==> config.mk <==
export PLATFORM = sky130hd
export DESIGN_NAME = time_set_ctrl_flat
export DESIGN_NICKNAME = d
export VERILOG_FILES = /design/src/rtl/time_set_ctrl_pkg.sv /design/src/rtl/time_set_ctrl_if.sv /design/src/rtl/time_set_ctrl_field_stepper.sv /design/src/rtl/time_set_ctrl.sv /design/src/flat_wrapper.sv
export SDC_FILE = /design/constraint.sdc
export NUM_CORES = 1
export LEC_CHECK = 0
export CORE_MARGIN = 3
export CORE_UTILIZATION = 35
export CTS_CLUSTER_DIAMETER = 80
export DETAILED_ROUTE_END_ITERATION = 8
export PLACE_DENSITY = 0.71
export SLEW_MARGIN = 30
export SYNTH_ARGS = -nofsm -noshare
export SYNTH_HDL_FRONTEND = slang
export SYNTH_SLANG_ARGS = --single-unit
==> constraint.sdc <==
create_clock -name clk -period 9.2 [get_ports clk]
set_input_delay 1.38 -clock clk [delete_from_list [all_inputs] [get_ports clk]]
set_output_delay 1.38 -clock clk [all_outputs]
set_load 0.01 [all_outputs]
==> src/rtl/time_set_ctrl_pkg.sv <==
// Shared types, button/field indices and per-field limits for the time-setting controller.
package time_set_pkg;

    typedef enum logic [1:0] {StIdle, StSet, StCommit} state_e;

    localparam int unsigned BtnDown = 0;
    localparam int unsigned BtnUp   = 1;
    localparam int unsigned BtnInc  = 2;
    localparam int unsigned BtnDec  = 3;

    localparam int unsigned FldSec   = 0;
    localparam int unsigned FldMin   = 1;
    localparam int unsigned FldHour  = 2;
    localparam int unsigned FldDay   = 3;
    localparam int unsigned FldMonth = 4;
    localparam int unsigned FldYear  = 5;

    function automatic int unsigned field_min(input int unsigned idx);
        case (idx)
            FldDay, FldMonth: field_min = 1;
            default:          field_min = 0;
        endcase
    endfunction

    // Fields beyond year span the full FW-bit range.
    function automatic int unsigned field_max(input int unsigned idx, input int unsigned fw);
        case (idx)
            FldSec, FldMin: field_max = 59;
            FldHour:        field_max = 23;
            FldDay:         field_max = 31;
            FldMonth:       field_max = 12;
            FldYear:        field_max = 99;
            default:        field_max = (fw >= 32) ? 32'hFFFF_FFFF : ((32'd1 << fw) - 32'd1);
        endcase
    endfunction

endpackage

==> src/rtl/time_set_ctrl_if.sv <==
// Bundle of the user inputs, running time and edited-time outputs of time_set_ctrl.
interface time_set_ctrl_if #(
    parameter int unsigned FIELDS = 6,
    parameter int unsigned FW     = 8,
    parameter int unsigned CW     = $clog2(FIELDS)
) ();
    logic [1:0]           dip_sw;
    logic [3:0]           sw_in;
    logic [FIELDS*FW-1:0] bin_time;
    logic                 en_time;
    logic [CW-1:0]        cursor;
    logic [FIELDS*FW-1:0] set_time;
    logic                 load;

    modport master (
        output dip_sw, sw_in, bin_time,
        input  en_time, cursor, set_time, load
    );

    modport slave (
        input  dip_sw, sw_in, bin_time,
        output en_time, cursor, set_time, load
    );
endinterface

==> src/rtl/time_set_ctrl_field_stepper.sv <==
// Combinational wrap-around increment/decrement of one field against its [min,max] limits.
module field_stepper #(
    parameter int unsigned FW = 8
) (
    input  logic [FW-1:0] val_i,
    input  logic [FW-1:0] min_i,
    input  logic [FW-1:0] max_i,
    input  logic          inc_i,
    input  logic          dec_i,
    output logic [FW-1:0] val_o
);
    always_comb begin
        val_o = val_i;
        if (inc_i && !dec_i) begin
            val_o = (val_i >= max_i) ? min_i : val_i + 1'b1;
        end else if (dec_i && !inc_i) begin
            val_o = (val_i <= min_i) ? max_i : val_i - 1'b1;
        end
    end
endmodule

==> src/rtl/time_set_ctrl.sv <==
// Time-setting controller: freezes a shadow of the running time, edits it field by field,
// then commits it with a one-cycle load strobe or discards it.
module time_set_ctrl
    import time_set_pkg::*;
#(
    parameter int unsigned FIELDS = 6,
    parameter int unsigned FW     = 8,
    parameter int unsigned CW     = $clog2(FIELDS)
) (
    input logic            clk,
    input logic            rst,
    time_set_ctrl_if.slave bus
);
    state_e               state_q, state_d;
    logic [FIELDS*FW-1:0] shadow_q, shadow_d;
    logic [CW-1:0]        cursor_q, cursor_d;
    logic                 en_q, en_d;
    logic                 load_q, load_d;
    logic [3:0]           sw_prev_q, sw_prev_d;

    logic [3:0]           sw_rise;
    logic [FIELDS*FW-1:0] entry_time;
    logic [FW-1:0]        cur_field, cur_min, cur_max, stepped;

    assign sw_rise   = bus.sw_in & ~sw_prev_q;
    assign sw_prev_d = bus.sw_in;
    assign cur_field = shadow_q[cursor_q*FW +: FW];
    assign cur_min   = FW'(field_min(32'(cursor_q)));
    assign cur_max   = FW'(field_max(32'(cursor_q), FW));

    // Out-of-range captured fields are forced to their minimum.
    always_comb begin
        logic [FW-1:0] fv;
        entry_time = '0;
        for (int unsigned i = 0; i < FIELDS; i++) begin
            fv = bus.bin_time[i*FW +: FW];
            if (fv < FW'(field_min(i)) || fv > FW'(field_max(i, FW))) begin
                fv = FW'(field_min(i));
            end
            entry_time[i*FW +: FW] = fv;
        end
    end

    field_stepper #(.FW(FW)) u_stepper (
        .val_i (cur_field),
        .min_i (cur_min),
        .max_i (cur_max),
        .inc_i (sw_rise[BtnInc]),
        .dec_i (sw_rise[BtnDec]),
        .val_o (stepped)
    );

    always_comb begin
        state_d  = state_q;
        shadow_d = shadow_q;
        cursor_d = cursor_q;
        en_d     = en_q;
        load_d   = 1'b0;
        case (state_q)
            StIdle: begin
                if (bus.dip_sw[0]) begin
                    state_d  = StSet;
                    en_d     = 1'b1;
                    cursor_d = '0;
                    shadow_d = entry_time;
                end
            end
            StSet: begin
                if (!bus.dip_sw[0]) begin
                    en_d = 1'b0;
                    if (bus.dip_sw[1]) begin
                        state_d = StIdle;
                    end else begin
                        state_d = StCommit;
                        load_d  = 1'b1;
                    end
                end else begin
                    // Stepper works on the pre-move cursor, so a same-cycle move is harmless.
                    shadow_d[cursor_q*FW +: FW] = stepped;
                    if (sw_rise[BtnUp] && !sw_rise[BtnDown]) begin
                        cursor_d = (cursor_q == CW'(FIELDS - 1)) ? '0 : cursor_q + 1'b1;
                    end else if (sw_rise[BtnDown] && !sw_rise[BtnUp]) begin
                        cursor_d = (cursor_q == '0) ? CW'(FIELDS - 1) : cursor_q - 1'b1;
                    end
                end
            end
            StCommit: state_d = StIdle;
            default:  state_d = StIdle;
        endcase
    end

    always_ff @(posedge clk or negedge rst) begin
        if (!rst) begin
            state_q   <= StIdle;
            shadow_q  <= '0;
            cursor_q  <= '0;
            en_q      <= 1'b0;
            load_q    <= 1'b0;
            sw_prev_q <= '0;
        end else begin
            state_q   <= state_d;
            shadow_q  <= shadow_d;
            cursor_q  <= cursor_d;
            en_q      <= en_d;
            load_q    <= load_d;
            sw_prev_q <= sw_prev_d;
        end
    end

    assign bus.en_time  = en_q;
    assign bus.cursor   = cursor_q;
    assign bus.set_time = shadow_q;
    assign bus.load     = load_q;
endmodule

==> src/flat_wrapper.sv <==
// flat-port wrapper written by rule: the top's interface ports become plain ports
module time_set_ctrl_flat import time_set_pkg::*;
#(
    parameter int unsigned FIELDS = 6,
    parameter int unsigned FW     = 8,
    parameter int unsigned CW     = $clog2(FIELDS)
)
  (clk, rst, bus_dip_sw, bus_sw_in, bus_bin_time, bus_en_time, bus_cursor, bus_set_time, bus_load);
  time_set_ctrl_if #(.FIELDS(FIELDS), .FW(FW), .CW(CW)) bus_i ();
  input logic clk;
  input logic rst;
  input wire logic [$bits(bus_i.dip_sw)-1:0] bus_dip_sw;
  input wire logic [$bits(bus_i.sw_in)-1:0] bus_sw_in;
  input wire logic [$bits(bus_i.bin_time)-1:0] bus_bin_time;
  output wire logic [$bits(bus_i.en_time)-1:0] bus_en_time;
  output wire logic [$bits(bus_i.cursor)-1:0] bus_cursor;
  output wire logic [$bits(bus_i.set_time)-1:0] bus_set_time;
  output wire logic [$bits(bus_i.load)-1:0] bus_load;
  assign bus_i.dip_sw = bus_dip_sw;
  assign bus_i.sw_in = bus_sw_in;
  assign bus_i.bin_time = bus_bin_time;
  assign bus_en_time = bus_i.en_time;
  assign bus_cursor = bus_i.cursor;
  assign bus_set_time = bus_i.set_time;
  assign bus_load = bus_i.load;
  time_set_ctrl #(.FIELDS(FIELDS), .FW(FW), .CW(CW)) u_core (.clk(clk), .rst(rst), .bus(bus_i));
endmodule
== After elaboration in Yosys (flattened, before gate mapping) ==
Index checks and enable logic that the tools add are counted.
Storage, ports and cells
  register bits: 59
  latch bits: 0
  bits in writable memories: 0
  ROM bits: 0
  input bits: 56
  output and inout port bits: 53
  logic and storage cells: 96
  memories: 0
Cells by class
  $add $sub $neg: 5
  multipliers: 0
  divide/modulo/power cells: 0
  $lt $le $gt $ge: 14
  equality and inequality tests: 10
  shift-type cells: 3
  mux-type cells: 33
  bitwise logic cells: 2
  reductions and logical operators: 23
Operators with widths (count)
  $mux W48: 2
  $pmux W48 S2: 1
  $mux W8: 10
  $bwmux W48: 1
  $lt A8 B1 Y1 const B: 6
  $shift A8 B34 Y48 const A: 1
  $shiftx A48 B7 Y8: 1
  $shiftx A8 B34 Y48: 1
  $pmux W8 S5: 1
  $neg A6 Y34: 1
  $mux W3: 6
  $gt A8 B5 Y1 const B: 2
  $gt A8 B6 Y1 const B: 2
  $add A8 B1 Y8 const B: 1
  $ge A8 B8 Y1: 1
  $gt A8 B4 Y1 const B: 1
  $gt A8 B7 Y1 const B: 1
  $le A8 B8 Y1: 1
  $sub A8 B1 Y8 const B: 1
  $eq A3 B2 Y1 const B: 2
  $eq A3 B3 Y1 const B: 2
  $logic_or A1 B1 Y1: 6
  $mux W1: 6
  $mux W2: 3
  20 further kinds: 30

== Logic depth before layout (Yosys ltp) ==
Gate-level depths: netlist of the first run.
  depth after elaboration: 11
  mapped depth: 19
  mapped depth without buffers: 15

== Modules after synthesis ==
Synthesis of the first run repeated with hierarchy kept, for this count alone.
Unflattened totals
  cells, all modules: 509
  area, all modules: 4634.4 µm²
By module, submodules not included
  time_set_ctrl: instances 1, cells an instance 350, area each 3509.6 µm²
  field_stepper: instances 1, cells an instance 159, area each 1124.8 µm²

== Least setup slack after synthesis of the first run ==
No wires, ideal clock.
  kind: flip-flop to flip-flop
  from: register u_core.cursor_q[1] (netlist: u_core.bus.cursor[1])
  to: register u_core.shadow_q[16] (netlist: u_core.bus.set_time[16])
  setup time: 0.144 ns
  arrival time: 4.092 ns
  data required time: 9.056 ns
  slack: 4.964 ns
  stages on the path, launching flop included: 19
  path buffers: 3
  clock period less this slack: 4.236 ns
  cell sequence: dfrtp_1 > buf_6 > buf_12 > buf_6 > inv_1 > ha_1 > ha_1 > or3_1 > and2_1 > nand2_1 > ha_1 > nand2b_1 > a2111oi_0 > o21bai_1 > a2111oi_2 > or2_2 > a21oi_1 > o211ai_1 > o221ai_1
On the way
  cells in the longest elaborated chain, start to end: 11
  elaborated cells on any way between the ends: 25
  classes of those cells: 3 x add/sub; 2 x order compare; 5 x eq/ne; 3 x shift; 9 x mux; 3 x reduce/logical
RTL lines
  start, declared: line time_set_ctrl.sv:16  | logic [CW-1:0] cursor_q, cursor_d;
  start signal, assigned: line time_set_ctrl.sv:103  | cursor_q <= cursor_d;
  branches (longest 8 deep; another with $sub A8 B1 Y8)
  $bwmux W48 (*): line time_set_ctrl.sv:79  | shadow_d[cursor_q*FW +: FW] = stepped;
  $mux W48 (*): line time_set_ctrl.sv:69  | if (!bus.dip_sw[0]) begin
  $pmux W48 S2 (*): line time_set_ctrl.sv:59  | case (state_q)
  end signal, assigned: line time_set_ctrl.sv:102  | shadow_q <= shadow_d;
  end, declared: line time_set_ctrl.sv:15  | logic [FIELDS*FW-1:0] shadow_q, shadow_d;
Mark *: on every way between the ends. The select of a mux whose other input is x is not followed.
A chain may end at the register's enable or synchronous reset.

== Worst setup path in the final report of the first run ==
  from: register u_core.cursor_q[0] (netlist: u_core.bus.cursor[0])
  to: register u_core.shadow_q[8] (netlist: u_core.bus.set_time[8])
Same word-level chain as after synthesis.

==> metrics, run 1 <==
Post-Syn Area=4310 um^2; DRT Pass-1 Iters=5; slew margin rel.=34.5%; Routed Wire Length=15000 um; crit share post-route=56.1%; dpl ws=3.70 ns; Tot Pwr=1180 uW; Initial Util=36.8%; CTS clk-pin slew, worst paths=0.05 ns; gr usage total=22.2%; crit end category=register; DRC viols=0; die height=117 um; Final Hold Fails=0; fin. max-slew vios=0; total gr overflow=0; cell internal pwr=695 uW; setup_tns=0 ns; Compound-Gate Fraction of Synth Area=22.7%; P&R area growth vs syn=33.8%; Hold Crit Endpoint=u_core.bus.en_time$_DFFE_PN0P_; Worst Setup SP=u_core.bus.cursor[0]$_DFFE_PN0P_; initial antenna violation count=0; outcome=complete, no violations; net switching power=489 uW; vias per cell=5.83; H-tree Lvls=3; Post-synth EDFFs=0; critical setup path kind=reg -> reg; Via Count=4425; CP Data Arrival Time=5.32 ns; hold path depth=2; Reg2Reg Capture Point=u_core.bus.set_time[8]$_DFFE_PN0P_; Seq. cell area=1480 um^2; dpl hpwl=11300 um; Worst Max-Slew Pin Slew=0.983 ns; worst-path fanout max=25; Core ar.=11700 um^2; vias in the first global route=4264; clock group share of total power=28.7%; first-pass GRT wire length=23200 um; min cycle time layout=5.16 ns; Reg power frac=27.0%; CTS Buf Count=9; CTS Sinks=59; wire per inst=19.8 um; ys flop type=dfrtp_1; share of cells above drive strength 1=8.12%; # port buffers=108; Netlist cell types=70; sequential fraction of the synthesis area=34.3%; n_diodes=0; CP Cell Sequence=inv_1 > ha_1 > ha_1 > or3_1 > and2_1 > nand2_1 > ha_1 > nand2b_1 > a2111oi_0 > o21bai_1 > a2111oi_2 > or2_2 > a21oi_1 > o211ai_1 > o221ai_1; Avg Inst Size Synth=8.48 um^2; clk_skew=0.0110 ns; reg2reg start=u_core.bus.cursor[0]$_DFFE_PN0P_; cells after synthesis=508; Die X-Extent=117 um; Syn. warnings=0; Routed Antenna Nets=0; Power Density=205 nW/um^2; combinational fraction of design power=44.3%; max_cap viols=0; mux cell area share after synthesis=5.87%; die footprint=13700 um^2; Final setup viols=0; Tightest Hold Check Type=reg -> reg; most common cell after layout, fill and taps aside=clkdlybuf4s50_1; FMAX=194 MHz; Post-CTS Setup Inserts=0; Rows=39; Adder-Cell Fraction of Synth Area=5.81%; io pins=109; largest family of logic cells by synthesized area=simple AND/OR/NAND/NOR gates; switching part of the total=41.3%; routability cong.=0.988; most used cell, CP=ha_1; Root Buffer=clkbuf_16; WP data required=9.36 ns; hold buffer count at CTS=0; R2R depth=15; Pleak=0.00238 uW; multi-input logic area=2630 um^2; CP startpoint kind=register; slowest CP cell=dfrtp_2; RSZ-0062 raised after global routing=no; number of synthesized register bits=59; fin nets=687; largest net degree at the start of global routing=60; CP max stage delay=0.73 ns; clk_lat worst skew=0.33 ns; syn nets=584; post-synthesis simple-gate area fraction=25.8%; Final WS setup=4.04 ns; Longest Clk Path Bufs=2; fill cell count=1089; Final Util=49.2%; post-CTS resize count=0; FF-to-FF setup slack=4.04 ns; initial drt markers=298; maximum VDD drop=0.0871 mV; post-synthesis xor/xnor area fraction=0.813%; min-delay src=u_core.bus.en_time$_DFFE_PN0P_; commonest cells after routing, fill and taps aside=clkdlybuf4s50_1, nand2_1, dfrtp_1; asr flop ratio synth=100%; CTS tree=yes
-- metrics by stage --
| stage | hold WS [ns] | area (um^2) | instances |
|---|---|---|---|
| finish | 0.510 | 5760 | 759 |
| global route | 0.534 | 5760 | 759 |
| CTS | 0.512 | 5760 | 759 |
| detailed placement | 0.498 | 5470 | 743 |
| global placement | 0.481 | 5470 | 743 |
| floorplan | 0.521 | 4310 | 508 |
-- cell type report --
class | instances | area share [%]
repair buffers | 112 | 19.2
well taps | 143 | 3.11
inverters | 21 | 1.37
flip-flops and latches | 59 | 25.6
clock inverters | 6 | 1.13
multi-input cells | 408 | 45.6
clock buffers | 10 | 3.97
-- layer usage --
| metal | GRT usage, % | up-vias | share of wire (%) |
|---|---|---|---|
| met2 | 35.1 | 220 | 46 |
| met3 | 3.86 | 29 | 7.2 |
| li1 | - | 2070 | - |
| met5 | 0 | - | 0 |
| met1 | 30.4 | 2106 | 43 |
| met4 | 8.33 | 0 | 3.3 |
-- logic make-up (layout without fill, tap and decap cells) --
logic type                 after synthesis  in the layout
AOI/OAI and AO/OA                      139            139
xor gates and xnor gates                 4              4
adders and majority gates               20             20
buffers and inverters                   41            149
DFF                                     59             59
muxes                                   24             24
and+or+nand+nor                        221            221
-- sequential cells by signal, summed over array words and instances (netlist names) --
signal / flops
u_core.sw_prev_q: 4
u_core.bus.cursor: 3
u_core.bus.set_time: 48
u_core.bus.load: 1
u_core.bus.en_time: 1
u_core.state_q: 2
-- how the worst max path moves through the flow --
stage / slack, ns / cells after the start / end
2_1_floorplan: 4.96 / 18 / u_core.bus.set_time[16]$_DFFE_PN0P_
3_3_place_gp: 4.04 / 15 / u_core.bus.set_time[16]$_DFFE_PN0P_
3_5_place_dp: 3.70 / 15 / u_core.bus.set_time[8]$_DFFE_PN0P_
4_1_cts: 3.68 / 15 / u_core.bus.set_time[8]$_DFFE_PN0P_
5_1_grt: 3.84 / 15 / u_core.bus.set_time[8]$_DFFE_PN0P_
6_report: 4.04 / 15 / u_core.bus.set_time[8]$_DFFE_PN0P_
-- power by group through the flow --
stage / Combinational [uW] / Sequential (uW) / Clock [uW]
3_3_place_gp: 518 / 321 / 0
5_1_grt: 571 / 322 / 357
3_5_place_dp: 517 / 322 / 0
2_1_floorplan: 345 / 312 / 0
4_1_cts: 521 / 318 / 341
6_report: 524 / 319 / 340
-- Yosys cell counts, drive strengths merged, types with 10 or more instances --
cell type	n	area share, %
nand2	78	6.9
dfrtp	59	34
nor2	49	4.4
o21ai	49	5.8
a21oi	27	3.5
mux2i	23	5.3
ha	20	5.8
inv	20	1.7
nor3	20	3.1
nand3	15	1.7
o221ai	12	2.4
and3	11	1.6
buf	10	2.0
clkbuf	10	0.87
nor4	10	1.8
-- worst max-delay path: cells and delay by family, from the launching register on --
family / cells / cell delay (ns)
AND/OR/NAND/NOR: 5 / 1.12
flip-flops: 1 / 0.73
adder cells (fa/ha/maj): 3 / 0.76
AO/OA/AOI/OAI: 6 / 2.15
buffers and inverters: 1 / 0.23
Note: power is estimated with default switching activity, not from simulation.
==> inputs of run 2 (changes only) <==
==> constraint.sdc (replaced) <==
create_clock -name clk -period 4.8 [get_ports clk]
set_input_delay 0.72 -clock clk [delete_from_list [all_inputs] [get_ports clk]]
set_output_delay 0.72 -clock clk [all_outputs]
set_load 0.01 [all_outputs]
==> metrics, run 2 (synthesis gave the netlist of run 1 again) <==
Via Count=4378 (was 4425); CTS tree=yes (unchanged); dpl hpwl=11600 um (was 11300 um); # port buffers=108 (unchanged); hold buffer count at CTS=0 (unchanged); initial drt markers=336 (was 298); clk_lat worst skew=0.33 ns (about the same); FMAX=227 MHz (was 194 MHz); clk_skew=0.0100 ns (was 0.0110 ns); hold slack=0.499 ns (was 0.510 ns); Core ar.=11700 um^2 (unchanged); fin. max-slew vios=0 (unchanged); share of cells above drive strength 1=9.00% (was 8.12%); CTS clk-pin slew, worst paths=0.06 ns (was 0.05 ns); P&R area growth vs syn=35.2% (was 33.8%); dpl ws=0.402 ns (was 3.70 ns); outcome=complete, no violations (unchanged); Root Buffer=clkbuf_16 (unchanged); largest net degree at the start of global routing=60 (unchanged); Final Hold Fails=0 (unchanged); fin nets=693 (was 687); placed inst area=5510 um^2 (was 5470 um^2); total gr overflow=0 (unchanged); gr usage total=22.7% (was 22.2%); n_diodes=0 (unchanged); fill cell count=1102 (was 1089); max reg flops=48 (unchanged); Pleak=0.00242 uW (was 0.00238 uW); crit share post-route=91.6% (was 56.1%); CP startpoint kind=register (unchanged); fin area=5820 um^2 (was 5760 um^2); crit end category=register (unchanged); DRT Pass-1 Iters=5 (unchanged); Longest Clk Path Bufs=2 (unchanged); Tightest Hold Check Type=reg -> reg (unchanged); Routed Antenna Nets=0 (unchanged); first-pass GRT wire length=23900 um (was 23200 um); CTS Buf Count=9 (unchanged); min cycle time layout=4.40 ns (was 5.16 ns); Die X-Extent=117 um (unchanged); setup_tns=0 ns (unchanged); Final WS setup=0.404 ns (was 4.04 ns); Rows=39 (unchanged); Routed Wire Length=15200 um (was 15000 um); Worst Max-Slew Pin Slew=0.844 ns (was 0.983 ns); worst-path fanout max=9 (was 25); Initial Util=36.8% (unchanged); Final setup viols=0 (unchanged); die footprint=13700 um^2 (unchanged); DRC viols=0 (unchanged); Power Density=396 nW/um^2 (was 205 nW/um^2); commonest cells after routing, fill and taps aside=clkdlybuf4s50_1, nand2_1, dfrtp_1 (unchanged); io pins=109 (unchanged); die height=117 um (unchanged); multi-input logic area=2630 um^2 (unchanged); maximum VDD drop=0.182 mV (was 0.0871 mV); vias in the first global route=4393 (was 4264); wire per inst=19.9 um (was 19.8 um); Final Util=49.7% (was 49.2%); vias per cell=5.72 (was 5.83); H-tree Lvls=3 (unchanged); post-CTS resize count=0 (unchanged); WP data required=5.04 ns (was 9.36 ns); Post-CTS Setup Inserts=0 (unchanged); critical setup path kind=reg -> reg (unchanged); CTS Sinks=59 (unchanged); RSZ-0062 raised after global routing=no (unchanged); Seq. cell area=1480 um^2 (about the same); slew margin rel.=43.5% (was 34.5%); routability cong.=0.937 (was 0.988); most common cell after layout, fill and taps aside=clkdlybuf4s50_1 (unchanged); initial antenna violation count=0 (unchanged); CP Data Arrival Time=4.63 ns (was 5.32 ns); max_cap viols=0 (unchanged)
run 2: cell types whose count changed in the layout (fill, tap and decap cells not counted), sizes merged:
| cell | previous run | this run |
|---|---|---|
| buf | 5 | 11 |
run 2: report_power, final:
group          internal [uW]  switching, uW
logic                    407            638
registers                538           49.2
clock network            420            252
run 2: area by class of cell:
class | count | share of cell area (%)
Sequential cell | 59 | 25.4
Tap cell | 143 | 3.07
Timing Repair Buffer | 118 | 19.8
Clock buffer | 10 | 4.10
Clock inverter | 6 | 1.25
Multi-Input combinational cell | 408 | 45.1
Inverter | 21 | 1.35
run 2: stage by stage:
step	std cells	total power [uW]
6_report	765	2300
5_1_grt	765	2440
4_1_cts	765	2300
3_5_place_dp	749	1620
3_3_place_gp	749	1630
2_1_floorplan	508	1260
run 2: worst paths after layout:
check                      slack, ns                             start                                   to  depth (start not counted)
hold / removal                  0.50    u_core.bus.en_time$_DFFE_PN0P_       u_core.bus.en_time$_DFFE_PN0P_                          2
setup / recovery                0.40  u_core.bus.cursor[1]$_DFFE_PN0P_   u_core.bus.set_time[9]$_DFFE_PN0P_                         15
max in group asynchronous       3.72                               rst  u_core.bus.set_time[47]$_DFFE_PN0P_                          2
min in group asynchronous       0.54                               rst     u_core.bus.cursor[2]$_DFFE_PN0P_                          2
setup reg to reg                0.40  u_core.bus.cursor[1]$_DFFE_PN0P_   u_core.bus.set_time[9]$_DFFE_PN0P_                         15
hold reg to reg                 0.50    u_core.bus.en_time$_DFFE_PN0P_       u_core.bus.en_time$_DFFE_PN0P_                          2
run 2: layer usage:
metal	GRT usage (%)	wire (um)	vias up
met2	36.6	6880	185
met5	0	0	-
met1	31.4	6900	2084
met4	6.04	348	0
met3	4.47	1060	25
li1	-	-	2084
run 2: worst max-delay path, cell delays in order (launching register included):
cell,delay [ns]
dfrtp_1,0.51
inv_1,0.16
ha_1,0.26
ha_1,0.21
or3_1,0.41
and2_1,0.20
nand2_1,0.12
ha_1,0.24
nand2b_1,0.13
a2111oi_0,0.41
o21bai_1,0.15
a2111oi_2,0.44
or2_2,0.25
a21o_1,0.13
o221ai_1,0.37
o221ai_1,0.32
